**src/rtl/add_sub_pkg.sv**
```systemverilog
// Shared constants for the registered adder/subtractor.
//   WIDTH          default operand/result width
//   OP_ADD/OP_SUB  encoding of the D (operation) input
//   MODE_*         encoding of the Si (interpretation) input
package add_sub_pkg;

    localparam int WIDTH = 32;

    localparam logic OP_ADD = 1'b0;
    localparam logic OP_SUB = 1'b1;

    localparam logic MODE_UNSIGNED = 1'b0;
    localparam logic MODE_SIGNED   = 1'b1;

endpackage

```
**src/rtl/add_sub_cla_adder.sv**
```systemverilog
// Combinational carry-lookahead adder. Bits are handled in 4-bit lookahead
// groups whose group generate/propagate terms feed a group-carry chain.
// Ports:
//   a, b      WIDTH-bit addends
//   cin       carry into bit 0
//   sum       a + b + cin modulo 2^WIDTH
//   c_msb_in  carry into bit WIDTH-1
//   c_out     carry out of bit WIDTH-1
module cla_adder
    import add_sub_pkg::*;
#(
    parameter int W = WIDTH
) (
    input  logic [W-1:0] a,
    input  logic [W-1:0] b,
    input  logic         cin,
    output logic [W-1:0] sum,
    output logic         c_msb_in,
    output logic         c_out
);

    // Widths that are not a multiple of 4 are zero-padded; padded bits have
    // p=g=0 so the carry at position W is still exact.
    localparam int NG = (W + 3) / 4;
    localparam int PW = NG * 4;

    logic [PW-1:0] a_pad;
    logic [PW-1:0] b_pad;
    logic [PW-1:0] p;
    logic [PW-1:0] g;
    logic [PW:0]   carry;

    assign a_pad = PW'(a);
    assign b_pad = PW'(b);
    assign p     = a_pad ^ b_pad;
    assign g     = a_pad & b_pad;

    always_comb begin
        logic [3:0] gp;
        logic [3:0] gg;
        logic       grp_p;
        logic       grp_g;
        logic       ci;
        carry    = '0;
        carry[0] = cin;
        for (int gi = 0; gi < NG; gi++) begin
            gp = p[gi*4 +: 4];
            gg = g[gi*4 +: 4];
            ci = carry[gi*4];
            carry[gi*4+1] = gg[0] | (gp[0] & ci);
            carry[gi*4+2] = gg[1] | (gp[1] & gg[0]) | (gp[1] & gp[0] & ci);
            carry[gi*4+3] = gg[2] | (gp[2] & gg[1]) | (gp[2] & gp[1] & gg[0])
                          | (gp[2] & gp[1] & gp[0] & ci);
            grp_g = gg[3] | (gp[3] & gg[2]) | (gp[3] & gp[2] & gg[1])
                  | (gp[3] & gp[2] & gp[1] & gg[0]);
            grp_p = &gp;
            carry[gi*4+4] = grp_g | (grp_p & ci);
        end
    end

    assign sum      = p[W-1:0] ^ carry[W-1:0];
    assign c_msb_in = carry[W-1];
    assign c_out    = carry[W];

endmodule

```
**src/rtl/add_sub.sv**
```systemverilog
// Registered WIDTH-bit adder/subtractor with carry, true-sign and overflow
// flags. Results appear one clock after in_valid; no backpressure.
// Ports:
//   clk, rst_n       clock and synchronous active-low reset
//   in_valid         operands/controls presented this cycle
//   Si               0 = unsigned, 1 = two's-complement operands
//   D                0 = add (A+B+Cin), 1 = subtract (A-B, Cin ignored)
//   Cin              carry-in for add
//   A, B             operands
//   out_valid        registered outputs hold a new result this cycle
//   S, Cout, So, V   result, carry out, exact-result sign, overflow
module add_sub
    import add_sub_pkg::*;
#(
    parameter int W = WIDTH
) (
    input  logic         clk,
    input  logic         rst_n,
    input  logic         in_valid,
    input  logic         Si,
    input  logic         D,
    input  logic         Cin,
    input  logic [W-1:0] A,
    input  logic [W-1:0] B,
    output logic         out_valid,
    output logic [W-1:0] S,
    output logic         Cout,
    output logic         So,
    output logic         V
);

    logic [W-1:0] bx;
    logic         c0;
    logic [W-1:0] s_d;
    logic         c_msb;
    logic         cout_d;
    logic         v_d;
    logic         so_d;

    logic         out_valid_q;
    logic [W-1:0] s_q;
    logic         cout_q;
    logic         so_q;
    logic         v_q;

    // Subtraction is A + ~B + 1.
    assign bx = B ^ {W{D}};
    assign c0 = (D == OP_SUB) ? 1'b1 : Cin;

    cla_adder #(.W(W)) u_cla (
        .a        (A),
        .b        (bx),
        .cin      (c0),
        .sum      (s_d),
        .c_msb_in (c_msb),
        .c_out    (cout_d)
    );

    always_comb begin
        v_d  = 1'b0;
        so_d = 1'b0;
        if (Si == MODE_SIGNED) begin
            v_d  = c_msb ^ cout_d;
            // On overflow the wrapped MSB is the inverse of the true sign.
            so_d = s_d[W-1] ^ v_d;
        end else if (D == OP_ADD) begin
            v_d  = cout_d;
            so_d = 1'b0;
        end else begin
            // Unsigned subtract: no carry out means a borrow, i.e. A < B.
            v_d  = ~cout_d;
            so_d = ~cout_d;
        end
    end

    always_ff @(posedge clk) begin
        if (!rst_n) begin
            out_valid_q <= 1'b0;
            s_q         <= '0;
            cout_q      <= 1'b0;
            so_q        <= 1'b0;
            v_q         <= 1'b0;
        end else begin
            out_valid_q <= in_valid;
            if (in_valid) begin
                s_q    <= s_d;
                cout_q <= cout_d;
                so_q   <= so_d;
                v_q    <= v_d;
            end
        end
    end

    assign out_valid = out_valid_q;
    assign S         = s_q;
    assign Cout      = cout_q;
    assign So        = so_q;
    assign V         = v_q;

endmodule

```
**config.mk**
```make
export PLATFORM = sky130hd
export DESIGN_NAME = add_sub
export DESIGN_NICKNAME = d
export VERILOG_FILES = /design/src/rtl/add_sub_pkg.sv /design/src/rtl/add_sub_cla_adder.sv /design/src/rtl/add_sub.sv
export SDC_FILE = /design/constraint.sdc
export NUM_CORES = 1
export LEC_CHECK = 0
export BUFFER_PORTS_ARGS = -buffer_cell sky130_fd_sc_hd__buf_2
export CORE_AREA = 2 2 105 66
export CTS_CLUSTER_SIZE = 12
export DETAILED_ROUTE_END_ITERATION = 10
export DIE_AREA = 0 0 107 68
export GPL_TIMING_DRIVEN = 0
export PLACE_DENSITY = 0.81
export SLEW_MARGIN = 30
export SYNTH_ARGS = -nofsm -noshare
export SYNTH_HDL_FRONTEND = slang
export SYNTH_SLANG_ARGS = --single-unit
```
**constraint.sdc**
```tcl
create_clock -name clk -period 5.6 [get_ports clk]
set_clock_uncertainty 0.05 [all_clocks]
set_input_delay 1.12 -clock clk [delete_from_list [all_inputs] [get_ports clk]]
set_output_delay 1.12 -clock clk [all_outputs]
set_load 0.005 [all_outputs]
```
==> impl_metrics.csv, run 1 <==
group,metric,value,unit
logic_synthesis,synth.top_cell.area_share,0.224,
clock_tree,htree_levels,2,
sta,tns,0,ns
sta,finalCritPeriodShare,0.913,
logic_synthesis,syn-cell-area,0.00322,mm2
logic_synthesis,synth_cells,355,
route,firstDrtPassIters,4,
sta,post-route-min-period,5.11,ns
placement,placed_cells,546,
layout,antennaDiodeCount,0,
sta,fmax,196,MHz
worst_setup_path,worstPathArrival,5.26,ns
logic_synthesis,syn_area_per_cell,9.07,um2
floorplan,core-area,0.00642,mm2
clock_tree,cts_tree,"yes",
clock_tree,clk_pin_slew,0.08,ns
logic_synthesis,ys_ff_latch,36,
layout,area_delta_synth_final,22.9,%
worst_setup_path,rr_worst_depth,2,
floorplan,initial_utilization,0.501,
sta,finalMaxSlewViolations,0,
layout,drive_gt1_frac,0.278,
clock_tree,post_cts_resized,0,
route,routed_via_density,5.38,
sta,final-setup-viol-count,0,
clock_tree,clkLatencyLatePin,0.28,ns
global_routing,antenna_found_initial,0,
logic_synthesis,yosysMostFrequentCell,"dfxtp_1",
logic_synthesis,synthesis.nets,466,
worst_setup_path,critical_path.startpoint,"D",
logic_synthesis,ys_seq_area_frac,0.224,
hold_path,hp-start,"S[28]",
route,drc,0,
global_routing,overflow,0,
floorplan,die_x,107,um
clock_tree,cts_buffers,5,
clock_tree,post-cts-setup-buffer-count,0,
logic_synthesis,yosys-top-cells-area,"dfxtp_1 (22%), ha_1 (13%), xor2_1 (9.3%)",
route,postRouteAntennaNets,0,
worst_setup_path,crit_type,"input pin to register",
route,wire_per_inst,15.2,um
worst_setup_path,r2r-start,"So",
route,routed_wl,8.43,mm
placement,dpl.hpwl,6.80,mm
pwr,p_leak,0.00200,uW
clock_tree,cts_sinks,36,
pwr,power_density,240,mW/mm2
global_routing,grt_pass1_vias,2807,
pwr,ir_drop,0.135,mV
worst_setup_path,r2r_end,"So",
global_routing,grt_start_max_net_pins,12,
global_routing,grt_first_pass_wirelength,13.3,mm
run_status,outcome,"completed",
sta,rsz0062_at_grt,"no",
logic_synthesis,synth_ff_type,"dfxtp_1",
clock_tree,ctsHoldBuffers,0,
floorplan,fp-row-count,23,
placement,port-buffer-count,104,
sta,hold_viol_final,0,
floorplan,pin_count,106,
layout,fin_nets,577,
layout,fin_cells,554,
clock_tree,cts_buffer_depth,2,
placement,gp_congestion,0.899,
clock_tree,clockRootBuffer,"clkbuf_8",
logic_synthesis,yosysWarnings,0,
worst_setup_path,worstSetupEndpointType,"register",
logic_synthesis,synthArstFlopShare,0,
worst_setup_path,cp_max_fo,10,
floorplan,die_area,0.00728,mm2
route,vias,2978,
hold_path,worstHoldPathType,"register to register",
logic_synthesis,ys_top_cells_by_count,"dfxtp_1 (36), xor2_1 (34), ha_1 (33)",
hold_path,hold_end,"S[28]",
worst_setup_path,start_kind,"input pin",
global_routing,grt_usage,0.234,
logic_synthesis,synth-edff-count,0,
worst_setup_path,r2r_slack,4.80,ns
run,maxCapViolCount,0,
logic_synthesis,synth_top_cell_by_area,"dfxtp_1",
sta,tightest_slew,0.960,ns
floorplan,die-height,68,um
logic_synthesis,synth.distinct_cells,59,
route,first_iter_violations,92,
sta,slew_headroom,0.360,
hold_path,worstHoldPathCells,1,
worst_setup_path,crit_required,5.75,ns
==> critical path, cell delays in order <==
cell and delay [ns]:
buf_2 0.10, buf_6 0.14, clkbuf_1 0.73, xor2_1 0.16
ha_1 0.41, a21oi_1 0.11, nor3_1 0.48, o21ai_2 0.20
a21oi_4 0.26, nor2_4 0.08, o211ai_4 0.26, a31oi_2 0.15
ha_1 0.31, inv_1 0.05, o21ai_0 0.12, nor4b_1 0.35
nand3_1 0.11, o311ai_1 0.09
==> state kept, by name (all words and copies together), names as in the netlist <==
name / count
S: 32
V: 1
Cout: 1
out_valid: 1
So: 1
==> cell usage in the layout (no fill, tap or decap), types with 14 or more instances in the layout <==
cell type,Yosys,layout
ha_1,33,33
buf_2,0,104
mux2i_1,15,15
dfxtp_1,36,36
a21oi_1,16,16
inv_1,28,28
xor2_1,34,34
xnor2_1,14,14
nor2b_1,19,19
nand2_1,26,26
==> per-stage QoR <==
stage / cell area (um2) / hold slack [ns] / power (uW) / setup slack [ns] / util
after floorplan: 3220 / 0.410 / 596 / 1.16 / -
after global placement: 3850 / 0.407 / 708 / 0.360 / 0.600
after detailed placement: 3850 / 0.412 / 725 / 0.251 / 0.600
after CTS: 3960 / 0.430 / 956 / 0.530 / 0.616
after global routing: 3960 / 0.451 / 1020 / 0.156 / 0.616
final: 3960 / 0.430 / 951 / 0.486 / 0.616
==> kinds of logic (layout without fill, tap and decap cells) <==
family / after synthesis / after routing / synth area share
muxes: 16 / 16 / 0.0502
xor gates and xnor gates: 48 / 48 / 0.131
adders and majority gates: 41 / 41 / 0.178
DFF: 36 / 36 / 0.224
buffers and inverters: 43 / 155 / 0.0610
and+or+nand+nor: 94 / 94 / 0.164
AOI/OAI and AO/OA: 77 / 77 / 0.192
==> power by group <==
part / switching [uW] / internal [uW] / total, uW
Clock: 96.5 / 132 / 229
Sequential: 19.2 / 291 / 311
Combinational: 219 / 193 / 412
Total: 334 / 617 / 951
==> how the worst max path moves through the flow <==
stage | to | slack (ns) | cells past startpoint
5_1_grt | V | 0.16 | 18
2_1_floorplan | V | 1.16 | 17
3_5_place_dp | V | 0.25 | 18
3_3_place_gp | V | 0.36 | 18
4_1_cts | V | 0.53 | 18
6_report | V | 0.49 | 18
==> layout make-up <==
class	count	area [um2]
flip-flops and latches	36	721
fillers	604	2460
repair buffers	104	520
plain buffers	15	91.3
clock buffers	6	72.6
multi-input cells	276	2300
inverters	28	105
clock inverters	2	35.0
well taps	87	109
==> routing by layer <==
| layer | track usage | vias up | wire length [um] |
|---|---|---|---|
| met2 | 0.385 | 107 | 3600 |
| met1 | 0.319 | 1395 | 4140 |
| met4 | 0.0682 | 0 | 175 |
| li1 | - | 1459 | - |
| met5 | 0 | - | 0 |
| met3 | 0.0410 | 17 | 522 |
Power figures use the tool's default switching activity.
==> run 2, diff against run 1 <==
Clock period 5.6 ns to 4.92 ns, I/O delays scaled along.
==> impl_metrics.csv, run 2 (synthesis gave the netlist of run 1 again) <==
group,metric,value,unit
clock_tree,clockRootBuffer,"clkbuf_8",
route,drc,0,
route,vias,2939,
route,first_iter_violations,94,
hold_path,worstHoldPathCells,1,
placement,port-buffer-count,104,
worst_setup_path,r2r_slack,4.11,ns
layout,antennaDiodeCount,0,
sta,fmax,221,MHz
floorplan,initial_utilization,0.501,
floorplan,pin_count,106,
route,routed_wl,8.37,mm
run,maxCapViolCount,0,
placement,gp_congestion,0.899,
worst_setup_path,rr_worst_depth,2,
worst_setup_path,r2r_end,"So",
floorplan,fp-row-count,23,
global_routing,grt_first_pass_wirelength,13.3,mm
hold_path,worstHoldPathType,"register to register",
pwr,p_sw,381,uW
clock_tree,cts_tree,"yes",
layout,area_delta_synth_final,23.2,%
pwr,power_density,273,mW/mm2
worst_setup_path,slowest_stage,"o21ai_0",
hold_path,hp-start,"S[8]",
worst_setup_path,start_kind,"input pin",
pwr,ir_drop,0.154,mV
route,routed_via_density,5.31,
sta,finalCritPeriodShare,0.920,
layout,fin_util,0.618,
pwr,switching_share,0.352,
clock_tree,clk_pin_slew,0.08,ns
run_status,outcome,"completed",
floorplan,core-area,0.00642,mm2
worst_setup_path,crit_required,5.07,ns
clock_tree,ctsHoldBuffers,0,
pwr,finalPower,1080,uW
worst_setup_path,crit_type,"input pin to register",
floorplan,die_area,0.00728,mm2
placement,dpl.hpwl,6.80,mm
sta,hold_viol_final,0,
worst_setup_path,worstPathArrival,4.68,ns
clock_tree,htree_levels,2,
clock_tree,cts_buffers,5,
global_routing,grt_pass1_vias,2807,
worst_setup_path,cp_max_fo,10,
worst_setup_path,crit_chain,"buf_2, buf_6, clkbuf_2, xor2_1, ha_1, nand2_1, o21ai_0, a22oi_1, a21oi_4, nor2_4, o211ai_4, a31oi_2, ha_1, inv_1, o21ai_0, nor4b_1, nand3_1, o311ai_1",
clock_tree,cts_buffer_depth,2,
global_routing,antenna_found_initial,0,
layout,drive_gt1_frac,0.287,
sta,finalMaxSlewViolations,0,
pwr,p_clk_frac,0.241,
route,wire_per_inst,15.1,um
route,postRouteAntennaNets,0,
sta,post-route-min-period,4.53,ns
clock_tree,cts_sinks,36,
floorplan,die_x,107,um
layout,final_common_cell,"buf_2",
global_routing,grt_start_max_net_pins,12,
worst_setup_path,r2r-start,"So",
clock_tree,post-cts-setup-buffer-count,0,
global_routing,overflow,0,
sta,slew_headroom,0.603,
layout,mostFrequentLayoutCells,"buf_2 (105), dfxtp_1 (36), xor2_1 (34)",
layout,fin_nets,577,
floorplan,die-height,68,um
pwr,p_leak,0.00201,uW
sta,tightest_slew,0.595,ns
worst_setup_path,critical_path.startpoint,"D",
route,firstDrtPassIters,4,
worst_setup_path,max_stage_delay,0.37,ns
pwr,seq_power_share,0.326,
pwr,intPower,703,uW
pwr,comb_power_share,0.433,
sta,rsz0062_at_grt,"no",
worst_setup_path,worstSetupEndpointType,"register",
layout,largest_register_ffs,32,
hold_path,hold_end,"S[8]",
global_routing,grt_usage,0.234,
sta,final-setup-viol-count,0,
clock_tree,clkLatencyLatePin,0.28,ns
## run 2: changes by cell type in the layout (fill, tap and decap cells not counted)
cell / before / now
o22ai_2: 0 / 1
buf_2: 104 / 105
o22ai_1: 1 / 0
clkbuf_2: 0 / 2
clkbuf_1: 10 / 7
## run 2: through the flow
| stage | std cells | hold slack [ns] | TNS [ns] | cell area [um2] | setup slack [ns] |
|---|---|---|---|---|---|
| after floorplan | 355 | 0.410 | 0 | 3220 | 0.612 |
| after global placement | 546 | 0.407 | -0.184 | 3850 | -0.184 |
| after detailed placement | 546 | 0.412 | -0.293 | 3850 | -0.293 |
| after CTS | 554 | 0.430 | 0 | 3960 | 0.167 |
| after global routing | 554 | 0.451 | 0 | 3970 | 0.0600 |
| final | 554 | 0.430 | 0 | 3970 | 0.393 |
## run 2: routing by layer
metal	vias to the layer above	wire, um	part of all wire	global-route usage
met2	78	3660	0.44	0.385
met3	9	409	0.049	0.0410
met5	-	0	0	0
li1	1457	-	-	-
met1	1395	4210	0.50	0.319
met4	0	80	0.0096	0.0682
## run 2: what timing repair did
item	4_1_cts	5_1_grt
gates cloned	0	0
resized for setup	1	7
setup endpoints to repair	1	1
## run 2: final cells by class
type                            count  area [um2]
Clock buffer                        6        72.6
Timing Repair Buffer              104         520
Buffer                             15        95.1
Tap cell                           87         109
Multi-Input combinational cell    276        2310
Sequential cell                    36         721
Fill cell                         601        2450
Clock inverter                      2        35.0
Inverter                           28         105
## run 2: worst max-delay path by stage
stage / endpoint / slack, ns / cells after the start
after global placement: V / -0.18 / 18
after CTS: V / 0.17 / 18
after global routing: V / 0.06 / 18
after floorplan: V / 0.61 / 17
final: V / 0.39 / 18
after detailed placement: V / -0.29 / 18
## run 2: power groups by stage
stage          logic [uW]  registers [uW]  clock network, uW
4_1_cts               469             353                266
3_3_place_gp          448             358                  0
3_5_place_dp          466             359                  0
2_1_floorplan         318             361                  0
6_report              469             353                262
5_1_grt               524             356                281
## run 2: worst max-delay path, delay by kind of cell
kind	cells	cell delay (ns)
AO/OA/AOI/OAI	7	1.54
AND/OR/NAND/NOR	4	0.68
buffers and inverters	4	0.56
XOR/XNOR	1	0.23
adder cells (fa/ha/maj)	2	0.65
==> run 3, diff against run 2 <==
--- a/config.mk
+++ b/config.mk
@@ -7,10 +7,12 @@
 export LEC_CHECK = 0
 export BUFFER_PORTS_ARGS = -buffer_cell sky130_fd_sc_hd__buf_2
-export CORE_AREA = 2 2 105 66
+export CELL_PAD_IN_SITES_DETAIL_PLACEMENT = 1
+export CELL_PAD_IN_SITES_GLOBAL_PLACEMENT = 1
+export CORE_AREA = 2 2 122 77
 export CTS_CLUSTER_SIZE = 12
 export DETAILED_ROUTE_END_ITERATION = 10
-export DIE_AREA = 0 0 107 68
+export DIE_AREA = 0 0 124 79
 export GPL_TIMING_DRIVEN = 0
-export PLACE_DENSITY = 0.81
+export PLACE_DENSITY_LB_ADDON = 0.1
 export SLEW_MARGIN = 30
 export SYNTH_ARGS = -nofsm -noshare
==> constraint.sdc (replaced) <==
create_clock -name clk -period 4.92 [get_ports clk]
set_clock_uncertainty 0.05 [all_clocks]
set_input_delay 0.246 -clock clk [delete_from_list [all_inputs] [get_ports clk]]
set_output_delay 0.246 -clock clk [all_outputs]
set_load 0.005 [all_outputs]
==> impl_metrics.csv, run 3 (synthesis gave the netlist of run 1 again) <==
group,metric,value,unit
run_status,outcome,"completed",
worst_setup_path,crit_cells,18,
global_routing,antenna_found_initial,0,
worst_setup_path,rr_worst_depth,2,
worst_setup_path,worstPathArrival,4.40,ns
floorplan,initial_utilization,0.366,
layout,mostFrequentLayoutCells,"buf_2 (104), dfxtp_1 (36), xor2_1 (34)",
global_routing,grt_pass1_vias,3107,
sta,final-setup-viol-count,0,
layout,area_delta_synth_final,25.3,%
clock_tree,clk_pin_slew,0.06,ns
clock_tree,post_cts_resized,0,
worst_setup_path,critPathCapture,"V",
clock_tree,clockRootBuffer,"clkbuf_16",
global_routing,grt_start_max_net_pins,11,
pwr,p_leak,0.00202,uW
clock_tree,cts_buffer_depth,2,
sta,finalMaxSlewViolations,0,
worst_setup_path,crit_required,5.06,ns
pwr,finalPower,1160,uW
sta,rsz0062_at_grt,"no",
route,routed_wl,9.73,mm
clock_tree,cts_buffers,5,
placement,port-buffer-count,104,
clock_tree,post-cts-setup-buffer-count,0,
sta,slew_headroom,0.413,
route,routed_via_density,5.00,
clock_tree,cts_sinks,36,
layout,final_common_cell,"buf_2",
sta,holdWs,0.192,ns
worst_setup_path,r2r-start,"So",
route,wire_per_inst,16.7,um
worst_setup_path,slowest_stage,"clkbuf_1",
sta,finalCritPeriodShare,0.866,
worst_setup_path,max_stage_delay,0.64,ns
floorplan,die_x,124,um
route,postRouteAntennaNets,0,
sta,fmax,235,MHz
route,first_iter_violations,100,
floorplan,fp-row-count,27,
layout,antennaDiodeCount,0,
layout,fin_nets,577,
floorplan,pin_count,106,
run,maxCapViolCount,0,
hold_path,worstHoldPathType,"input pin to register",
clock_tree,ctsHoldBuffers,0,
worst_setup_path,crit_buf_inv,4,
placement,dpl.hpwl,7.77,mm
sta,hold_viol_final,0,
pwr,ir_drop,0.120,mV
worst_setup_path,worstSetupEndpointType,"register",
clock_tree,htree_levels,2,
worst_setup_path,crit_chain,"buf_2, buf_6, clkbuf_1, xor2_1, ha_1, nand2_1, o21ai_0, a22oi_1, a21oi_4, nor2_4, o211ai_4, a31oi_2, ha_1, inv_1, o21ai_0, nor4b_1, nand3_1, o311ai_1",
route,drc,0,
global_routing,grt_first_pass_wirelength,15.4,mm
pwr,power_density,289,mW/mm2
floorplan,die_area,0.00980,mm2
clock_tree,clkLatencyLatePin,0.28,ns
layout,largest_register_ffs,32,
sta,post-route-min-period,4.26,ns
worst_setup_path,critical_path.startpoint,"D",
worst_setup_path,r2r_end,"So",
placement,gp_congestion,0.818,
worst_setup_path,start_kind,"input pin",
floorplan,die-height,79,um
worst_setup_path,r2r_slack,4.13,ns
route,firstDrtPassIters,4,
worst_setup_path,cp_top_family,"compound AO/OA/AOI/OAI gates",
global_routing,grt_usage,0.205,
sta,tightest_slew,0.881,ns
global_routing,overflow,0,
layout,drive_gt1_frac,0.278,
route,vias,2916,
sta,tns,0,ns
worst_setup_path,cp_max_fo,10,
floorplan,core-area,0.00878,mm2
clock_tree,cts_tree,"yes",
worst_setup_path,crit_type,"input pin to register",
run 3: per-layer routing:
metal	track usage	up-vias	part of all wire
li1	-	1462	-
met1	0.296	1369	0.52
met2	0.317	75	0.42
met3	0.0424	10	0.051
met4	0.0360	0	0.0084
met5	0	-	0
run 3: worst register-to-register path, cell delays in order, from the launching register on:
cell      delay (ns)
dfxtp_1         0.35
o211ai_1        0.13
a41oi_1         0.19
run 3: worst min path at each step:
stage	start	to	slack [ns]	cells after the start
final	Si	So	0.19	2
after global routing	Si	So	0.20	2
after CTS	Si	So	0.19	2
after detailed placement	S[16]	S[16]	0.42	1
after global placement	S[0]	S[0]	0.41	1
after floorplan	Si	So	0.33	1
run 3: power breakdown:
| part | total [uW] | switching, uW | internal, uW |
|---|---|---|---|
| Sequential | 353 | 20.6 | 332 |
| Clock | 328 | 126 | 202 |
| Combinational | 483 | 261 | 222 |
run 3: through the flow:
| stage | cells | cell area [um2] | util | setup WS, ns |
|---|---|---|---|---|
| after floorplan | 355 | 3220 | - | 1.35 |
| after detailed placement | 575 | 3880 | 0.442 | 0.419 |
| after global routing | 583 | 4030 | 0.459 | 0.334 |
| final | 583 | 4030 | 0.459 | 0.660 |
| after global placement | 575 | 3880 | 0.442 | 0.334 |
| after CTS | 583 | 4030 | 0.459 | 0.681 |
run 3: area by class of cell:
cell class / count / area [um2]
repair buffers: 104 / 520
multi-input cells: 276 / 2300
clock buffers: 8 / 146
fillers: 1087 / 4750
well taps: 116 / 145
inverters: 28 / 105
flip-flops and latches: 36 / 721
plain buffers: 15 / 92.6
